===== config.mk =====
export PLATFORM = sky130hd
export DESIGN_NAME = pmod_button_conditioner
export DESIGN_NICKNAME = d
export VERILOG_FILES = /design/src/rtl/pmod_io_pkg.sv /design/src/rtl/btn_debounce_ch.sv /design/src/rtl/pmod_button_conditioner.sv
export SDC_FILE = /design/constraint.sdc
export NUM_CORES = 1
export LEC_CHECK = 0
export CORE_MARGIN = 2
export CORE_UTILIZATION = 30
export CTS_CLUSTER_DIAMETER = 200
export DETAILED_ROUTE_END_ITERATION = 10
export PLACE_DENSITY = 0.52
export SETUP_SLACK_MARGIN = 0.4
export SLEW_MARGIN = 20
export SYNTH_ARGS = -nofsm -noshare
export SYNTH_HDL_FRONTEND = slang
export SYNTH_HIERARCHICAL = 1
export SYNTH_SLANG_ARGS = --single-unit
export TNS_END_PERCENT = 50

===== constraint.sdc =====
create_clock -name clk -period 2.2 [get_ports clk]
set_input_delay 0.44 -clock clk [delete_from_list [all_inputs] [get_ports clk]]
set_output_delay 0.44 -clock clk [all_outputs]
set_load 0.005 [all_outputs]

===== src/rtl/pmod_io_pkg.sv =====
// Shared types and constants for the PMOD button input path.
package pmod_io_pkg;

    localparam int unsigned SYNC_STAGES = 2;

    typedef enum logic [1:0] {
        RELEASED     = 2'd0,
        PRESS_WAIT   = 2'd1,
        PRESSED      = 2'd2,
        RELEASE_WAIT = 2'd3
    } btn_state_t;

endpackage


===== src/rtl/btn_debounce_ch.sv =====
// One button channel: 2-flop synchroniser, debounce FSM, press/release pulses.
// Optional auto-repeat of btn_press while held is enabled with `define BTN_REPEAT_EN.
module btn_debounce_ch
    import pmod_io_pkg::*;
#(
    parameter int unsigned DEBOUNCE_CYCLES = 120000,
    parameter int unsigned REPEAT_DELAY    = 6000000,
    parameter int unsigned REPEAT_PERIOD   = 1200000
) (
    input  logic clk,
    input  logic rst_n,
    input  logic pin,
    output logic level,
    output logic press_pulse,
    output logic release_pulse
);

    localparam int unsigned CNT_W = (DEBOUNCE_CYCLES < 2) ? 1 : $clog2(DEBOUNCE_CYCLES);
    localparam logic [CNT_W-1:0] CNT_LAST = CNT_W'(DEBOUNCE_CYCLES - 1);

    if (DEBOUNCE_CYCLES < 2) begin : g_bad_debounce
        $error("btn_debounce_ch: DEBOUNCE_CYCLES must be >= 2");
    end
    if (REPEAT_DELAY < 1 || REPEAT_PERIOD < 1) begin : g_bad_repeat
        $error("btn_debounce_ch: REPEAT_DELAY and REPEAT_PERIOD must be >= 1");
    end

`ifdef BTN_REPEAT_EN
    localparam int unsigned HOLD_MAX = (REPEAT_DELAY > REPEAT_PERIOD) ? REPEAT_DELAY : REPEAT_PERIOD;
    localparam int unsigned HOLD_W   = $clog2(HOLD_MAX + 1);
    localparam logic [HOLD_W-1:0] HOLD_DELAY_LAST  = HOLD_W'(REPEAT_DELAY - 1);
    localparam logic [HOLD_W-1:0] HOLD_PERIOD_LAST = HOLD_W'(REPEAT_PERIOD - 1);

    logic [HOLD_W-1:0] hold_q;
    logic              rep_q;
`endif

    logic [SYNC_STAGES-1:0] sync_q;
    logic                   s;
    btn_state_t             state_q;
    logic [CNT_W-1:0]       cnt_q;

    // Pin is active-low and asynchronous; idle (released) level is 1.
    always_ff @(posedge clk or negedge rst_n) begin
        if (!rst_n) begin
            sync_q <= '1;
        end else begin
            sync_q <= {sync_q[SYNC_STAGES-2:0], pin};
        end
    end

    assign s = ~sync_q[SYNC_STAGES-1];

    always_ff @(posedge clk or negedge rst_n) begin
        if (!rst_n) begin
            state_q       <= RELEASED;
            cnt_q         <= '0;
            level         <= 1'b0;
            press_pulse   <= 1'b0;
            release_pulse <= 1'b0;
`ifdef BTN_REPEAT_EN
            hold_q        <= '0;
            rep_q         <= 1'b0;
`endif
        end else begin
            press_pulse   <= 1'b0;
            release_pulse <= 1'b0;
            case (state_q)
                RELEASED: begin
                    if (s) begin
                        state_q <= PRESS_WAIT;
                        cnt_q   <= CNT_W'(1);
                    end
                end
                PRESS_WAIT: begin
                    if (!s) begin
                        state_q <= RELEASED;
                        cnt_q   <= '0;
                    end else if (cnt_q == CNT_LAST) begin
                        state_q     <= PRESSED;
                        cnt_q       <= '0;
                        level       <= 1'b1;
                        press_pulse <= 1'b1;
`ifdef BTN_REPEAT_EN
                        hold_q      <= '0;
                        rep_q       <= 1'b0;
`endif
                    end else begin
                        cnt_q <= cnt_q + CNT_W'(1);
                    end
                end
                PRESSED: begin
                    if (!s) begin
                        state_q <= RELEASE_WAIT;
                        cnt_q   <= CNT_W'(1);
                    end
`ifdef BTN_REPEAT_EN
                    // First repeat after REPEAT_DELAY, then every REPEAT_PERIOD.
                    else if (hold_q == (rep_q ? HOLD_PERIOD_LAST : HOLD_DELAY_LAST)) begin
                        press_pulse <= 1'b1;
                        hold_q      <= '0;
                        rep_q       <= 1'b1;
                    end else begin
                        hold_q <= hold_q + HOLD_W'(1);
                    end
`endif
                end
                RELEASE_WAIT: begin
                    if (s) begin
                        state_q <= PRESSED;
                        cnt_q   <= '0;
                    end else if (cnt_q == CNT_LAST) begin
                        state_q       <= RELEASED;
                        cnt_q         <= '0;
                        level         <= 1'b0;
                        release_pulse <= 1'b1;
`ifdef BTN_REPEAT_EN
                        hold_q        <= '0;
                        rep_q         <= 1'b0;
`endif
                    end else begin
                        cnt_q <= cnt_q + CNT_W'(1);
                    end
                end
                default: begin
                    state_q <= RELEASED;
                    cnt_q   <= '0;
                end
            endcase
        end
    end

endmodule


===== src/rtl/pmod_button_conditioner.sv =====
// Conditions N_BTN active-low PMOD buttons into clean active-high levels and pulses.
// Define BTN_REPEAT_EN to enable auto-repeat press pulses while a button is held.
module pmod_button_conditioner
    import pmod_io_pkg::*;
#(
    parameter int unsigned N_BTN           = 3,
    parameter int unsigned DEBOUNCE_CYCLES = 120000,
    parameter int unsigned REPEAT_DELAY    = 6000000,
    parameter int unsigned REPEAT_PERIOD   = 1200000
) (
    input  logic             clk,
    input  logic             rst_n,
    input  logic [N_BTN-1:0] pmod,
    output logic [N_BTN-1:0] btn_level,
    output logic [N_BTN-1:0] btn_press,
    output logic [N_BTN-1:0] btn_release
);

    for (genvar i = 0; i < int'(N_BTN); i++) begin : g_ch
        btn_debounce_ch #(
            .DEBOUNCE_CYCLES (DEBOUNCE_CYCLES),
            .REPEAT_DELAY    (REPEAT_DELAY),
            .REPEAT_PERIOD   (REPEAT_PERIOD)
        ) u_ch (
            .clk           (clk),
            .rst_n         (rst_n),
            .pin           (pmod[i]),
            .level         (btn_level[i]),
            .press_pulse   (btn_press[i]),
            .release_pulse (btn_release[i])
        );
    end

endmodule

==> results of run 1 <==
final cells by class:
type | instances | share of cell area
Multi-Input combinational cell | 285 | 0.409
Clock buffer | 11 | 0.0509
Sequential cell | 72 | 0.380
Clock inverter | 5 | 0.0218
Inverter | 10 | 0.00786
Tap cell | 168 | 0.0440
Timing Repair Buffer | 45 | 0.0862
power by group:
part | internal [mW] | switching (mW)
Combinational | 0.337 | 0.383
Clock | 1.14 | 0.558
Sequential | 1.40 | 0.114
Yosys cell counts, types with 3 or more instances:
cell type / n / area share
nor3_2: 5 / 0.013
o21ai_0: 25 / 0.033
or3_1: 11 / 0.018
o21ai_1: 5 / 0.0067
buf_2: 6 / 0.0080
and2_1: 3 / 0.0050
a31oi_1: 12 / 0.020
a211o_1: 3 / 0.0070
and3_1: 9 / 0.015
nor3_1: 9 / 0.012
nor2_1: 18 / 0.018
a21oi_1: 21 / 0.028
dfrtp_1: 66 / 0.44
a22o_1: 6 / 0.014
a21o_1: 9 / 0.018
dfstp_2: 6 / 0.042
nand2_1: 39 / 0.039
inv_1: 10 / 0.010
nand3_1: 36 / 0.048
nor3b_1: 5 / 0.010
or3_2: 5 / 0.010
nand4_1: 13 / 0.022
ha_1: 3 / 0.010
xor2_1: 3 / 0.0070
critical path: cells and delay by family, from the launching register on:
family           cells  cell delay, ns
AND/OR/NAND/NOR      4            1.09
flip-flops           1            0.40
multiplexers         1            0.29
metal layers:
layer  part of all wire  track usage  vias up
met5                  0            0        -
met1               0.48        0.181     1481
met3              0.030       0.0382       11
met4              0.016       0.0492        0
li1                   -            -     1489
met2               0.47        0.206       48
worst min-delay path by stage:
stage	from	to	slack, ns	depth (start not counted)
2_1_floorplan	rst_n	asynchronous set/reset pin	0.14	0
3_3_place_gp	g_ch[1].u_ch/sync_q[0]	g_ch[1].u_ch/sync_q[1]	0.35	0
3_5_place_dp	g_ch[0].u_ch/sync_q[0]	g_ch[0].u_ch/sync_q[1]	0.35	0
4_1_cts	rst_n	g_ch[0].u_ch/release_pulse	0.09	1
5_1_grt	rst_n	g_ch[0].u_ch/cnt_q[15]	0.10	1
6_report	rst_n	g_ch[0].u_ch/cnt_q[10]	0.06	1
timing repair:
action,in CTS,in global routing
hold buffers,0,0
pin swaps,2,9
cloned,0,1
resized for setup,12,25
setup buffers,4,17
endpoints found under the setup margin,35,49
through the flow:
step	total power, mW	cells	worst slack [ns]	hold WS (ns)
detailed placement	2.10	558	0.0732	0.348
floorplan	1.92	378	0.311	0.144
global placement	2.09	558	0.131	0.348
finish	3.93	596	0.303	0.0649
CTS	3.88	578	0.316	0.0872
global route	4.13	596	0.220	0.104
logic make-up (layout without fill, tap and decap cells):
kind of cell | after synthesis | count (layout) | share of synthesized area
AND/OR/NAND/NOR | 177 | 177 | 0.279
multiplexers | 3 | 3 | 0.00934
adder cells (fa/ha/maj) | 3 | 3 | 0.0100
AO/OA/AOI/OAI | 94 | 95 | 0.159
buffers and inverters | 22 | 71 | 0.0373
XOR/XNOR | 7 | 7 | 0.0233
flip-flops | 72 | 72 | 0.482
sequential cells by signal, indices dropped and copies added (netlist names), named ones only:
| name | flops |
|---|---|
| g_ch.u_ch/cnt_q | 51 |
| g_ch.u_ch/sync_q | 6 |
| g_ch.u_ch/level | 3 |
| g_ch.u_ch/press_pulse | 3 |
| g_ch.u_ch/release_pulse | 3 |
| g_ch.u_ch/state_q | 3 |
==> metrics, run 1 <==
antenna fix cells 0; Ys Warns 6; Setup violations, final 0; number of vias per cell 5.08; Post-synth EDFFs 0; area grow syn2layout 27.2%; startpoint types flop; maximum vdd drop 0.489 mV; worst-skew pair later-pin latency 0.34 ns; Placed Area 4080 um^2; root buffer cell clkbuf_16; floorplan core area 12100 um^2; CP max-delay cell or4_4; Initial Util 0.310; Fillers 1235; GRT Total Usage 0.134; flops & latches, synth 72; post-synthesis sequential area ratio 0.482; die area 13400 um^2; Arrival @ worst endpoint 2.12 ns; Rows 40; final wirelength 8510 um; WL per Instance 14.3 um; crit path kind reg -> reg; final period utilization 0.862; leakage power 2.00 nW; Post-synth ARST share 1.00; Die X 116 um; Synth Area per Inst 9.93 um^2; unrepaired setup endpoints after global routing yes; fin util 0.394; port bufs 13; Synth Flop Type dfrtp_1; Gate Count Post-Synth 378; status completed; Setup crit start g_ch[1].u_ch/cnt_q[9]; total gr overflow 0; Num Clock Sinks between 70 and 80; Hold Path Class in -> async; antenna-violating nets left 0; first-pass GRT wire length 14300 um; FF-to-FF Start g_ch[1].u_ch/cnt_q[9]; ratio of cells with drive above 1 in the final layout 0.245; total negative setup slack 0 ns; fin area 4770 um^2; placer congestion estimate 0.810; drt drc 0; Final Hold Viols 0; drt first pass iters 4; commonest non-fill, non-tap cells in the layout dfrtp_1 (62), nand2_1 (39), nand3_1 (34); Clock Skew 0.00446 ns; Final #Nets ~430; Final Slew Violations 0; Yosys cell types 61; initial antenna violation count 0; Max FO, Critical Path 5; Reg area 1810 um^2; Max Clock Freq 527 MHz; commonest non-fill, non-tap cell in the layout dfrtp_1; Ports 14; Reg2Reg Depth 5; via count 3029; Critical Path RT 2.42 ns; clock slew at reported path FFs 0.06 ns; Max Cap Violations 0; DIE HEIGHT 116 um; total number of H-tree levels 3; Max Root-Sink Buffers 2; pwr dens roughly 820 nW/um^2; slowest stage delay, CP roughly 0.55 ns; CP Cell Sequence or4_4 > nor4_4 > nand2b_4 > nand2_4 > mux2_4; R2R Setup Slk 0.30 ns; syn_nets slightly below 400; Critical Path Sink Type flop; final critical-path required period 1.90 ns; vias in the first global route between 2000 and 3000; Initial DRC Count 208; Max-slew headroom 0.675; Post-DP HPWL 5320 um; CTS Buf Count 9; CTS tree yes; Worst-Margin Slew about 0.49 ns; mapped cell area 3750 um^2; area of the multi-input gates approximately 2000 um^2; largest net degree at the start of global routing 36
Note: power is estimated with default switching activity, not from simulation.
==> inputs of run 2 (changes only) <==
- CORE_MARGIN: 2 -> unset
==> run 2 against run 1 <==
Critical path depth unchanged; sequential power about the same; clock power fell by 15%; setup slack improved by 0.031 ns; utilization fell by 1.3 points; non-clock buffer count is 8 lower; highest routed layer unchanged.
==> metrics, run 2 (synthesis gave the netlist of run 1 again) <==
Post-DP HPWL 5100 um (was 5320 um); maximum vdd drop 0.495 mV (was 0.489 mV); Clock Skew 0.00745 ns (was 0.00446 ns); antenna-violating nets left 0 (unchanged); Initial DRC Count 238 (was 208); Initial Util 0.310 (unchanged); Combinational Power Share 0.193 (was 0.183); Internal 2.63 mW (was 2.87 mW); clock slew at reported path FFs 0.06 ns (about the same); total gr overflow 0 (unchanged); Max Root-Sink Buffers 2 (unchanged); first-pass GRT wire length 13900 um (was 14300 um); Worst path top cell family by delay simple AND/OR/NAND/NOR gates (unchanged); Setup violations, final 0 (unchanged); worst-skew pair later-pin latency 0.33 ns (was 0.34 ns); DIE HEIGHT 114 um (was 116 um); floorplan core area 12100 um^2 (unchanged); unrepaired setup endpoints after global routing yes (unchanged); Num Clock Sinks 72 (unchanged); ratio of cells with drive above 1 in the final layout 0.239 (was 0.245); pwr dens 795 nW/um^2 (was 823 nW/um^2); vias in the first global route 2899 (was 2928); CTS Buf Count 9 (unchanged); Largest Register g_ch.u_ch/cnt_q (unchanged); Ports 14 (unchanged); initial antenna violation count 0 (unchanged); M1 GR Usage 0.181 (about the same); final period utilization 0.848 (was 0.862); antenna fix cells 0 (unchanged); total power 3.67 mW (was 3.93 mW); CP max-delay cell or4_4 (unchanged); commonest non-fill, non-tap cell in the layout dfrtp_1 (unchanged); drt first pass iters 5 (was 4); CTS tree yes (unchanged); die area 13000 um^2 (was 13400 um^2); commonest non-fill, non-tap cells in the layout dfrtp_1 (59), nand2_1 (38), nand3_1 (34) (was dfrtp_1 (62), nand2_1 (39), nand3_1 (34)); largest net degree at the start of global routing 50 (was 36); total negative setup slack 0 ns (unchanged); area grow syn2layout 23.1% (was 27.2%); Max Cap Violations 0 (unchanged); placer congestion estimate 0.834 (was 0.810); number of vias per cell 5.16 (was 5.08); Max FO, Critical Path 6 (was 5); drt drc 0 (unchanged); Final Slew Violations 0 (unchanged); via count 3027 (was 3029); Worst Path Buf+Inv 0 (unchanged); slowest stage delay, CP 0.53 ns (was 0.55 ns); WL per Instance 13.7 um (was 14.3 um); Final Hold Viols 0 (unchanged); Max-slew headroom 0.530 (was 0.675); Arrival @ worst endpoint 2.09 ns (was 2.12 ns); Fillers 1262 (was 1235); port bufs 13 (unchanged); final wirelength 8070 um (was 8510 um); biggest regs g_ch.u_ch/cnt_q: 51 flops, g_ch.u_ch/sync_q: 6 flops (unchanged); total number of H-tree levels 3 (unchanged); Critical Path RT 2.42 ns (about the same); Rows 40 (unchanged); sequential share of power 0.413 (was 0.385); root buffer cell clkbuf_16 (unchanged); Critical Path Sink Type flop (unchanged); startpoint types flop (unchanged); final critical-path required period 1.87 ns (was 1.90 ns); status completed (unchanged); Most Crowded Layer GR met2 (unchanged); # hold bufs at CTS 0 (unchanged); crit path kind reg -> reg (unchanged); Switching Share 0.283 (was 0.269); switching pwr 1.04 mW (was 1.06 mW); CP Cell Sequence or4_4 > nor4_4 > nand2b_4 > nand2_4 > mux2_4 (unchanged); Final #Nets 422 (was 431); Die X 114 um (was 116 um); Hold Path Class in -> async (unchanged); met2 Use GR 0.210 (was 0.206); GR Util met3 0.0351 (was 0.0382); Worst-Margin Slew 0.705 ns (was 0.488 ns); clock power share 0.394 (was 0.432); Max Clock Freq 536 MHz (was 527 MHz); leakage power 1.93 nW (was 2.00 nW); GRT Total Usage 0.135 (was 0.134); Largest register FFs 51 (unchanged)
-- run 2: path summary, 6_finish.rpt --
kind,start,to,slack (ns),depth (start not counted)
worst max-delay path,g_ch[1].u_ch/cnt_q[6],flop,0.33,5
worst min-delay path,rst_n,g_ch[0].u_ch/cnt_q[14],0.02,1
worst max register to register,g_ch[1].u_ch/cnt_q[6],flop,0.33,5
worst min register to register,g_ch[1].u_ch/sync_q[0],g_ch[1].u_ch/sync_q[1],0.36,0
max in group asynchronous,rst_n,g_ch[2].u_ch/sync_q[1],1.56,2
min in group clk,g_ch[1].u_ch/sync_q[0],g_ch[1].u_ch/sync_q[1],0.36,0
-- run 2: area by class of cell --
cell class              instances  area, um^2  area share
flip-flops and latches         72        1820       0.393
repair buffers                 37         320      0.0693
multi-input cells             284        1940       0.420
clock buffers                  13         250      0.0542
well taps                     168         210      0.0455
inverters                      10        37.5     0.00812
clock inverters                 3        42.5     0.00921
-- run 2: power by group through the flow --
stage / registers, mW / logic (mW) / clock network, mW
finish: 1.52 / 0.709 / 1.45
global route: 1.53 / 0.773 / 1.56
CTS: 1.50 / 0.634 / 1.50
detailed placement: 1.52 / 0.575 / 0
global placement: 1.52 / 0.577 / 0
floorplan: 1.48 / 0.439 / 0
-- run 2: per-layer routing --
metal	up-vias	wire length (um)
li1	1481	-
met1	1501	4030
met2	39	3740
met3	6	206
met4	0	87
met5	-	0
-- run 2: repair_timing --
action	in CTS	in global routing
endpoints found under the setup margin	42	44
pin swaps	3	10
buffers inserted	8	7
resized for setup	13	28
-- run 2: stage by stage --
stage               worst slack [ns]  cell area [um^2]  hold slack [ns]  utilization  instances
global placement               0.152              4070            0.346        0.336        556
floorplan                      0.311              3750            0.144            -        378
detailed placement            0.0744              4070            0.349        0.336        556
finish                         0.334              4620           0.0176        0.382        587
global route                   0.288              4620           0.0353        0.382        587
CTS                            0.219              4480           0.0232        0.370        580
